<file path="src/rtl/port_io_pkg.sv">
// Shared types, defaults and slice helper for the port I/O frame transmitter.
// The optional parity word is enabled with `define PORT_IO_PARITY_EN.
package port_io_pkg;

   localparam int DEF_PORT_COUNT = 10;
   localparam int DEF_PORT_WIDTH = 8;
   localparam int DEF_CLK_DIV    = 2;

   typedef enum logic [1:0] {
      ST_IDLE,
      ST_SYNC,
      ST_SEND,
      ST_PARITY
   } state_e;

   function automatic int port_lsb(input int idx, input int width);
      return idx * width;
   endfunction

endpackage

</file>
<file path="src/rtl/port_io_frame_tx_if.sv">
// Port I/O link bundle: port snapshot inputs plus the framed bus outputs.
// The bench drives through master; the transmitter uses slave.
interface port_io_frame_tx_if
   import port_io_pkg::*;
#(
   parameter int PORT_COUNT = DEF_PORT_COUNT,
   parameter int PORT_WIDTH = DEF_PORT_WIDTH
);
   logic                             enable;
   logic [PORT_COUNT*PORT_WIDTH-1:0] port_val;
   logic [PORT_COUNT*PORT_WIDTH-1:0] port_dir;
   logic                             port_clk;
   logic                             port_rst;
   logic [PORT_WIDTH-1:0]            data;
   logic                             busy;
   logic                             frame_done;

   modport master (
      output enable, port_val, port_dir,
      input  port_clk, port_rst, data, busy, frame_done
   );

   modport slave (
      input  enable, port_val, port_dir,
      output port_clk, port_rst, data, busy, frame_done
   );
endinterface

</file>
<file path="src/rtl/port_io_clkgen.sv">
// Bit-period divider: port_clk low for CLK_DIV cycles, then high for CLK_DIV,
// with first/last-cycle strobes for the frame FSM.
module port_io_clkgen
   import port_io_pkg::*;
#(
   parameter int CLK_DIV = DEF_CLK_DIV
) (
   input  logic clk,
   input  logic rst,
   input  logic i_run,
   output logic o_port_clk,
   output logic o_period_start,
   output logic o_period_end
);
   localparam int CW = $clog2(2 * CLK_DIV);
   localparam logic [CW-1:0] C_LAST = CW'(2 * CLK_DIV - 1);
   localparam logic [CW-1:0] C_RISE = CW'(CLK_DIV - 1);

   logic [CW-1:0] r_cnt;
   logic          r_port_clk;

   // Counter parks at zero while idle so every frame starts on a period edge.
   always_ff @(posedge clk or negedge rst) begin
      if (!rst) begin
         r_cnt      <= '0;
         r_port_clk <= 1'b0;
      end else if (!i_run) begin
         r_cnt      <= '0;
         r_port_clk <= 1'b0;
      end else if (r_cnt == C_LAST) begin
         r_cnt      <= '0;
         r_port_clk <= 1'b0;
      end else begin
         r_cnt <= r_cnt + 1'b1;
         if (r_cnt == C_RISE) r_port_clk <= 1'b1;
      end
   end

   assign o_port_clk     = r_port_clk;
   assign o_period_start = i_run && (r_cnt == '0);
   assign o_period_end   = i_run && (r_cnt == C_LAST);
endmodule

</file>
<file path="src/rtl/port_io_frame_tx.sv">
// Port-expander transmitter: SYNC period, then dir/val word pairs per port.
// Define PORT_IO_PARITY_EN to append an XOR parity word to each frame.
module port_io_frame_tx
   import port_io_pkg::*;
#(
   parameter int PORT_COUNT = DEF_PORT_COUNT,
   parameter int PORT_WIDTH = DEF_PORT_WIDTH,
   parameter int CLK_DIV    = DEF_CLK_DIV
) (
   input  logic               clk,
   input  logic               rst,
   port_io_frame_tx_if.slave  bus
);
   localparam int NW = 2 * PORT_COUNT;
   localparam int KW = $clog2(NW);
   localparam int BW = PORT_COUNT * PORT_WIDTH;
   localparam logic [KW-1:0] K_LAST = KW'(NW - 1);

   state_e                r_state;
   logic [KW-1:0]         r_k;
   logic [KW-1:0]         w_nk;
   logic [BW-1:0]         r_val;
   logic [BW-1:0]         r_dir;
   logic [PORT_WIDTH-1:0] r_data;
   logic [PORT_WIDTH-1:0] w_word;
   logic                  r_port_rst;
   logic                  r_busy;
   logic                  r_last;
   logic                  w_run;
   logic                  w_pstart;
   logic                  w_pend;
   logic                  w_final;
   logic                  w_end;

   assign w_run = (r_state != ST_IDLE);

   port_io_clkgen #(.CLK_DIV(CLK_DIV)) u_clkgen (
      .clk            (clk),
      .rst            (rst),
      .i_run          (w_run),
      .o_port_clk     (bus.port_clk),
      .o_period_start (w_pstart),
      .o_period_end   (w_pend)
   );

   // Word index for the next period: even = direction, odd = value.
   always_comb begin
      w_nk = '0;
      if (r_state == ST_SEND && r_k != K_LAST) w_nk = r_k + 1'b1;
      if (w_nk[0])
         w_word = r_val[port_lsb(int'(w_nk >> 1), PORT_WIDTH) +: PORT_WIDTH];
      else
         w_word = r_dir[port_lsb(int'(w_nk >> 1), PORT_WIDTH) +: PORT_WIDTH];
   end

`ifdef PORT_IO_PARITY_EN
   logic [PORT_WIDTH-1:0] w_par;

   always_comb begin
      w_par = '0;
      for (int i = 0; i < PORT_COUNT; i++)
         w_par = w_par ^ r_val[i*PORT_WIDTH +: PORT_WIDTH]
                       ^ r_dir[i*PORT_WIDTH +: PORT_WIDTH];
   end

   assign w_final = (r_state == ST_PARITY);
`else
   assign w_final = (r_state == ST_SEND) && (r_k == K_LAST);
`endif

   assign w_end = w_pend && w_final;

   always_ff @(posedge clk or negedge rst) begin
      if (!rst) begin
         r_state    <= ST_IDLE;
         r_k        <= '0;
         r_val      <= '0;
         r_dir      <= '0;
         r_data     <= '0;
         r_port_rst <= 1'b1;
         r_busy     <= 1'b0;
         r_last     <= 1'b0;
      end else begin
         if (w_pstart)   r_last <= w_final;
         else if (w_end) r_last <= 1'b0;

         // Frame boundary: restart straight into SYNC or fall back to IDLE.
         if (w_end || (r_state == ST_IDLE && bus.enable)) begin
            r_k        <= '0;
            r_data     <= '0;
            r_port_rst <= 1'b1;
            if (bus.enable) begin
               r_state <= ST_SYNC;
               r_busy  <= 1'b1;
               r_val   <= bus.port_val;
               r_dir   <= bus.port_dir;
            end else begin
               r_state <= ST_IDLE;
               r_busy  <= 1'b0;
            end
         end else if (w_pend) begin
            unique case (r_state)
               ST_SYNC: begin
                  r_state    <= ST_SEND;
                  r_port_rst <= 1'b0;
                  r_data     <= w_word;
               end
               ST_SEND: begin
                  if (r_k == K_LAST) begin
`ifdef PORT_IO_PARITY_EN
                     r_state <= ST_PARITY;
                     r_data  <= w_par;
`endif
                  end else begin
                     r_k    <= w_nk;
                     r_data <= w_word;
                  end
               end
               default: ;
            endcase
         end
      end
   end

   assign bus.port_rst   = r_port_rst;
   assign bus.data       = r_data;
   assign bus.busy       = r_busy;
   assign bus.frame_done = r_last && w_pend;
endmodule
</file>
<file path="src/flat_wrapper.sv">
// flat-port wrapper written by rule: the top's interface ports become plain ports
module port_io_frame_tx_flat import port_io_pkg::*;
#(
   parameter int PORT_COUNT = DEF_PORT_COUNT,
   parameter int PORT_WIDTH = DEF_PORT_WIDTH,
   parameter int CLK_DIV    = DEF_CLK_DIV
)
  (clk, rst, bus_enable, bus_port_val, bus_port_dir, bus_port_clk, bus_port_rst, bus_data, bus_busy, bus_frame_done);
  port_io_frame_tx_if #(.PORT_COUNT(PORT_COUNT), .PORT_WIDTH(PORT_WIDTH)) bus_i ();
  input  logic clk;
  input  logic rst;
  input wire logic [$bits(bus_i.enable)-1:0] bus_enable;
  input wire logic [$bits(bus_i.port_val)-1:0] bus_port_val;
  input wire logic [$bits(bus_i.port_dir)-1:0] bus_port_dir;
  output wire logic [$bits(bus_i.port_clk)-1:0] bus_port_clk;
  output wire logic [$bits(bus_i.port_rst)-1:0] bus_port_rst;
  output wire logic [$bits(bus_i.data)-1:0] bus_data;
  output wire logic [$bits(bus_i.busy)-1:0] bus_busy;
  output wire logic [$bits(bus_i.frame_done)-1:0] bus_frame_done;
  assign bus_i.enable = bus_enable;
  assign bus_i.port_val = bus_port_val;
  assign bus_i.port_dir = bus_port_dir;
  assign bus_port_clk = bus_i.port_clk;
  assign bus_port_rst = bus_i.port_rst;
  assign bus_data = bus_i.data;
  assign bus_busy = bus_i.busy;
  assign bus_frame_done = bus_i.frame_done;
  port_io_frame_tx #(.PORT_COUNT(PORT_COUNT), .PORT_WIDTH(PORT_WIDTH), .CLK_DIV(CLK_DIV)) u_core (.clk(clk), .rst(rst), .bus(bus_i));
endmodule
</file>
<file path="config.mk">
export PLATFORM = sky130hd
export DESIGN_NAME = port_io_frame_tx_flat
export DESIGN_NICKNAME = d
export VERILOG_FILES = /design/src/rtl/port_io_pkg.sv /design/src/rtl/port_io_frame_tx_if.sv /design/src/rtl/port_io_clkgen.sv /design/src/rtl/port_io_frame_tx.sv /design/src/flat_wrapper.sv
export SDC_FILE = /design/constraint.sdc
export NUM_CORES = 1
export LEC_CHECK = 0
export CORE_MARGIN = 5
export CORE_UTILIZATION = 28
export DETAILED_ROUTE_END_ITERATION = 10
export DONT_BUFFER_PORTS = 1
export PLACE_DENSITY_LB_ADDON = 0.15
export SYNTH_ARGS = -nofsm -noshare
export SYNTH_HDL_FRONTEND = slang
export SYNTH_SLANG_ARGS = --single-unit
export TNS_END_PERCENT = 5
</file>
<file path="constraint.sdc">
create_clock -name clk -period 4.04 [get_ports clk]
set_clock_uncertainty 0.2 [all_clocks]
set_input_delay 0.808 -clock clk [delete_from_list [all_inputs] [get_ports clk]]
set_output_delay 0.808 -clock clk [all_outputs]
set_load 0.02 [all_outputs]
</file>
## Word-level counts from Yosys, hierarchy flattened

Index checks and enable logic that the tools add are counted.

| storage, ports and cells | value |
|---|---|
| register bits after elaboration | 181 |
| latch bits | 0 |
| memory bits (writable) | 0 |
| ROM bits | 0 |
| bits of input ports | 163 |
| output and inout port bits | 12 |
| word-level logic and storage cells | 68 |
| memories | 0 |

| operators by class | value |
|---|---|
| $add $sub $neg | 2 |
| $mul | 0 |
| divide/modulo/power cells | 0 |
| magnitude comparators | 0 |
| equal/unequal tests | 9 |
| shifts and indexed selects | 2 |
| multiplexer cells | 25 |
| bitwise operators | 0 |
| reduce and logical (&&, ||, !) cells | 20 |

Operators with widths:

| cell | count |
|---|---|
| 80-bit by 8-bit indexed part select with 8-bit output | 2 |
| 8-bit 2-to-1 mux | 4 |
| 5-bit 2-to-1 mux | 5 |
| 8-bit case mux with 2 select lines | 1 |
| 1-bit 2-to-1 mux | 10 |
| 2-bit 2-to-1 mux | 5 |
| 2-bit nonzero test | 5 |
| 1-bit logical AND | 7 |
| 3-bit AND reduction | 2 |
| 5-bit by 1-bit adder with 5-bit output, second input constant | 1 |
| 5-bit equality test, second input constant | 1 |
| 5-bit != test, second input constant | 1 |
| 2-bit by 1-bit equality test with 1-bit output, second input constant | 2 |
| 2-bit equality test, second input constant | 2 |
| 2-bit logical NOT | 2 |
| 2-bit AND reduction | 2 |
| 3-bit by 1-bit != test with 1-bit output, second input constant | 1 |
| 3-bit != test, second input constant | 1 |
| 3-bit nonzero test | 1 |
| 2-bit by 1-bit adder with 2-bit output, second input constant | 1 |
| 2-bit != test, second input constant | 1 |
| 1-bit logical OR | 1 |

## Depth between registers and ports, before layout

| depth | value |
|---|---|
| depth after elaboration | 9 |
| gate-level depth with buffers | 10 |
| gate-level depth less buffers | 7 |

## Hierarchy

From an unflattened synthesis, not the netlist that was laid out.

| second synthesis, totals | value |
|---|---|
| cell total of the unflattened synthesis | 684 |
| area total of the unflattened synthesis | 8784.7 um2 |

By module, submodules not included:

| module | instances | cells an instance | area an instance (um2) | sequential area each (um2) |
|---|---|---|---|---|
| port_io_frame_tx | 1 | 670 | 8618.3 | 4455.5 |
| port_io_clkgen | 1 | 14 | 166.4 | 75.1 |

## Least setup slack after synthesis

No wires, ideal clock.

| timing | value |
|---|---|
| path type | flip-flop to flip-flop |
| start | register u_core.r_k[0] |
| end | register u_core.r_data[1], in the netlist u_core.bus.data[1] |
| library setup time | 121 ps |
| data arrival time | 2318 ps |
| data required time | 3719 ps |
| setup slack | 1402 ps |
| stages on the path, launching flop included | 11 |
| buffers on the path | 3 |
| clock period less this slack | 2638 ps |
| path through | dfrtp_1 -> ha_1 -> buf_2 -> or2_2 -> clkbuf_1 -> or3_1 -> buf_2 -> nor2_1 -> nor3_1 -> o32a_1 -> a22o_1 |

| between the ends | value |
|---|---|
| cells in the longest elaborated chain, start to end | 9 |
| elaborated cells between the ends (all ways) | 19 |
| classes of those cells | add/sub (1); eq/ne (3); shift (2); mux (6); reduce/logical (7) |

Ends and longest elaborated chain:

| item | RTL line | RTL |
|---|---|---|
| start, declared | port_io_frame_tx.sv:20 | `logic [KW-1:0] r_k;` |
| start signal, assigned | port_io_frame_tx.sv:115 | `r_k <= w_nk;` |
| parallel branches: the longest is 9 deep, another holds 5-bit by 1-bit adder with 5-bit output | -- |  |
| end signal, assigned | port_io_frame_tx.sv:106 | `r_data <= w_word;` |
| end signal, assigned | port_io_frame_tx.sv:116 | `r_data <= w_word;` |
| end, declared | port_io_frame_tx.sv:24 | `logic [PORT_WIDTH-1:0] r_data;` |

Parallel ways; which one is timed is not known. The select of a mux whose other input is x is not followed.
A chain may end at the register's enable or synchronous reset.

## Worst setup path in the final report

Ends and elaborated chain as after synthesis.

==> qor.txt <==
Fin util: 0.318
First-pass GRT wire length: 39.2 mm
Required time of the critical path: 4180 ps
Synth-to-layout area growth: 11.4%
Clock root cell: clkbuf_16
Clock Power Share: 0.205
# fillers: 3,047
Port bufs: 0
Cts repair resizes: 0
Worst vdd ir: 301 uV
Critical Path AT: 3310 ps
Post-synthesis area per instance: 12.5 um2
Number of synthesized flops with an enable pin: 0
H-tree lvl count: 4
Final setup margin: 871 ps
Final Cell Area: 0.00979 mm2
Xor/xnor cell area share of the yosys netlist: 0.00299
Combinational fraction of design power: 0.354
Drt via density: 5.25
P_sw: 2.91 mW
Hold Crit Class: input pin to asynchronous set/reset pin
Post-synthesis compound-gate area fraction: 0.0964
Most frequent cells in the layout: 179 x dfrtp_1, 177 x mux2_2, 32 x nand2b_1
HPWL after detailed placement: 19.5 mm
Layout cell share with drive strength beyond 1: 0.347
Reg clk slew, reported paths: 80 ps
Post-synthesis simple-gate area fraction: 0.0897
Clock buffer depth: 2
Switch share: 0.372
Post-CTS Setup Inserts: 0
Least-Margin Pin Slew: 860 ps
Synthesized area: 0.00878 mm2
Hold Vio Cnt, Final: 180
Post-synthesis mux area share: 0.255
Pins Over Slew Limit: 0
Die Height: 187 um
Yosys warning total: 0
Library cells used by synthesis: 45
Seq pwr share: 0.441
Vias in the first global route: 5,964
Site Rows: 64
Starting Density: 0.286
Placer congestion estimate: 0.804
Final Cycle Share: 0.784
LEAKAGE: 3.89 nW
Wirelength per Cell: 23.7 um
RSZ-0062 raised after global routing: no
Final count of negative-setup-slack endpoints: 0
1st-iter DRT viols: 238
Num CTS Buffers: 17
CTS Sinks: 181
Total congestion overflow: 0
Failing checks: negative hold slack
Setup CP Type: register to register
Initial antenna violation count: 12
Core area: 0.0307 mm2
Async set or reset register ratio after synthesis: 1.00
Adder-cell share of the synthesized area: 0.00570
Area after DPL: 0.00922 mm2
Slew margin rel.: 0.426
CTS tree: done
Leading cell type in the layout, fill and taps excluded: dfrtp_1
Seq/Total Area, Yosys: 0.516
Post-Route WL: 26.0 mm
Startpoint Class: register
Post-synthesis net count: 868
Min Tclk post-route: 3170 ps
Max Freq: 316 MHz
Setup TNS: 0 ps
Cell-internal power: 4.90 mW
CP endpoint kind: register
Post-DRT Antenna Nets: 0
Ys flop type: dfrtp_1
Crit-path max FO: 24
Die width: 187 um
Clk_lat worst skew: 440 ps
GRT Util Overall: 0.147
Hold_ws: -131 ps
Nets: 848
Max-cap viol count: 0
Ports: 175
Register bit total from synthesis: 181
Pre-antenna DRT Iters: 5
Pin count of the biggest net entering global routing: 182
Die area: 0.0350 mm2
Largest family of logic cells by synthesized area: multiplexers
Setup WS pre-CTS: 918 ps
DRC viols: 0
Via count: 5,756
Pwr dens: 798 mW/mm2
Synth Instances: 701
Outcome: complete, but fails checks
## kinds of logic after synthesis
kind of cell,after synthesis
XOR/XNOR,3
AND/OR/NAND/NOR,138
buffers and inverters,59
adder cells (fa/ha/maj),4
AO/OA/AOI/OAI,114
multiplexers,202
flip-flops,181
## flip-flops by register name, indices dropped and copies added (netlist names)
signal,flops
u_core.r_last,1
u_core.bus.busy,1
u_core.u_clkgen.o_port_clk,1
u_core.r_val,80
u_core.r_k,5
u_core.u_clkgen.r_cnt,2
u_core.r_state,2
u_core.bus.data,8
u_core.bus.port_rst,1
u_core.r_dir,80
## cell type report
class	count	area, um2	share of cell area
flip-flops and latches	181	4530	0.463
multi-input cells	461	3960	0.405
well taps	396	495	0.0506
clock buffers	19	433	0.0442
repair buffers	18	223	0.0228
clock inverters	13	118	0.0120
diodes	6	15.0	0.00153
inverters	2	7.51	0.000767
## cells in the mapped netlist (all sizes together), types with 16 or more instances
library cell  number  area, um2
o311ai            16        140
dfrtp            180       4500
a21oi             16       87.6
o22ai             16        100
mux2i             25        250
nor2              18       67.6
buf               41        230
o21ai             19       95.1
nor3              26        130
clkbuf            16       61.3
nand2b            32        200
nand4             24        150
mux2             177       1990
## worst paths after layout
| path | startpoint | to | slack (ps) | depth (start not counted) |
|---|---|---|---|---|
| max | u_core.r_k[0]$_DFFE_PN0P_ | u_core.bus.data[1]$_DFFE_PN0P_ | 870 | 7 |
| min | rst | u_core.r_val[28]$_DFFE_PN0P_ | -130 | 0 |
| max reg2reg | u_core.r_k[0]$_DFFE_PN0P_ | u_core.bus.data[1]$_DFFE_PN0P_ | 870 | 7 |
| min reg2reg | u_core.r_dir[27]$_DFFE_PN0P_ | u_core.r_dir[27]$_DFFE_PN0P_ | 300 | 1 |
| max in group asynchronous | rst | u_core.r_val[62]$_DFFE_PN0P_ | 3510 | 0 |
| min in group clk | u_core.r_dir[27]$_DFFE_PN0P_ | u_core.r_dir[27]$_DFFE_PN0P_ | 300 | 1 |
## critical path, stage by stage, from the launching register on
cell and delay [ps]:
dfrtp_4 580, ha_1 310, nand4bb_1 400, nand2_1 560, o32ai_1 480, nor3_1 90
o32a_1 210, a22o_1 220
## through the flow
stage / power [mW] / instances
CTS: 7.93 / 1090
global route: 8.32 / 1093
detailed placement: 6.28 / 1058
global placement: 6.22 / 1058
floorplan: 5.32 / 701
finish: 7.81 / 1096
## per-layer routing
| layer | global-route usage | share of wire | vias up |
|---|---|---|---|
| li1 | - | - | 2623 |
| met1 | 0.187 | 0.43 | 2903 |
| met2 | 0.231 | 0.46 | 178 |
| met3 | 0.0649 | 0.083 | 36 |
| met4 | 0.0395 | 0.016 | 16 |
| met5 | 0 | 0.0037 | - |
## power groups by stage
| stage | Clock [mW] | Sequential [mW] | Combinational (mW) |
|---|---|---|---|
| 6_report | 1.60 | 3.44 | 2.77 |
| 4_1_cts | 1.67 | 3.46 | 2.80 |
| 5_1_grt | 1.74 | 3.56 | 3.03 |
| 3_3_place_gp | 0 | 3.48 | 2.74 |
| 3_5_place_dp | 0 | 3.49 | 2.79 |
| 2_1_floorplan | 0 | 3.13 | 2.19 |
Power figures use the tool's default switching activity.
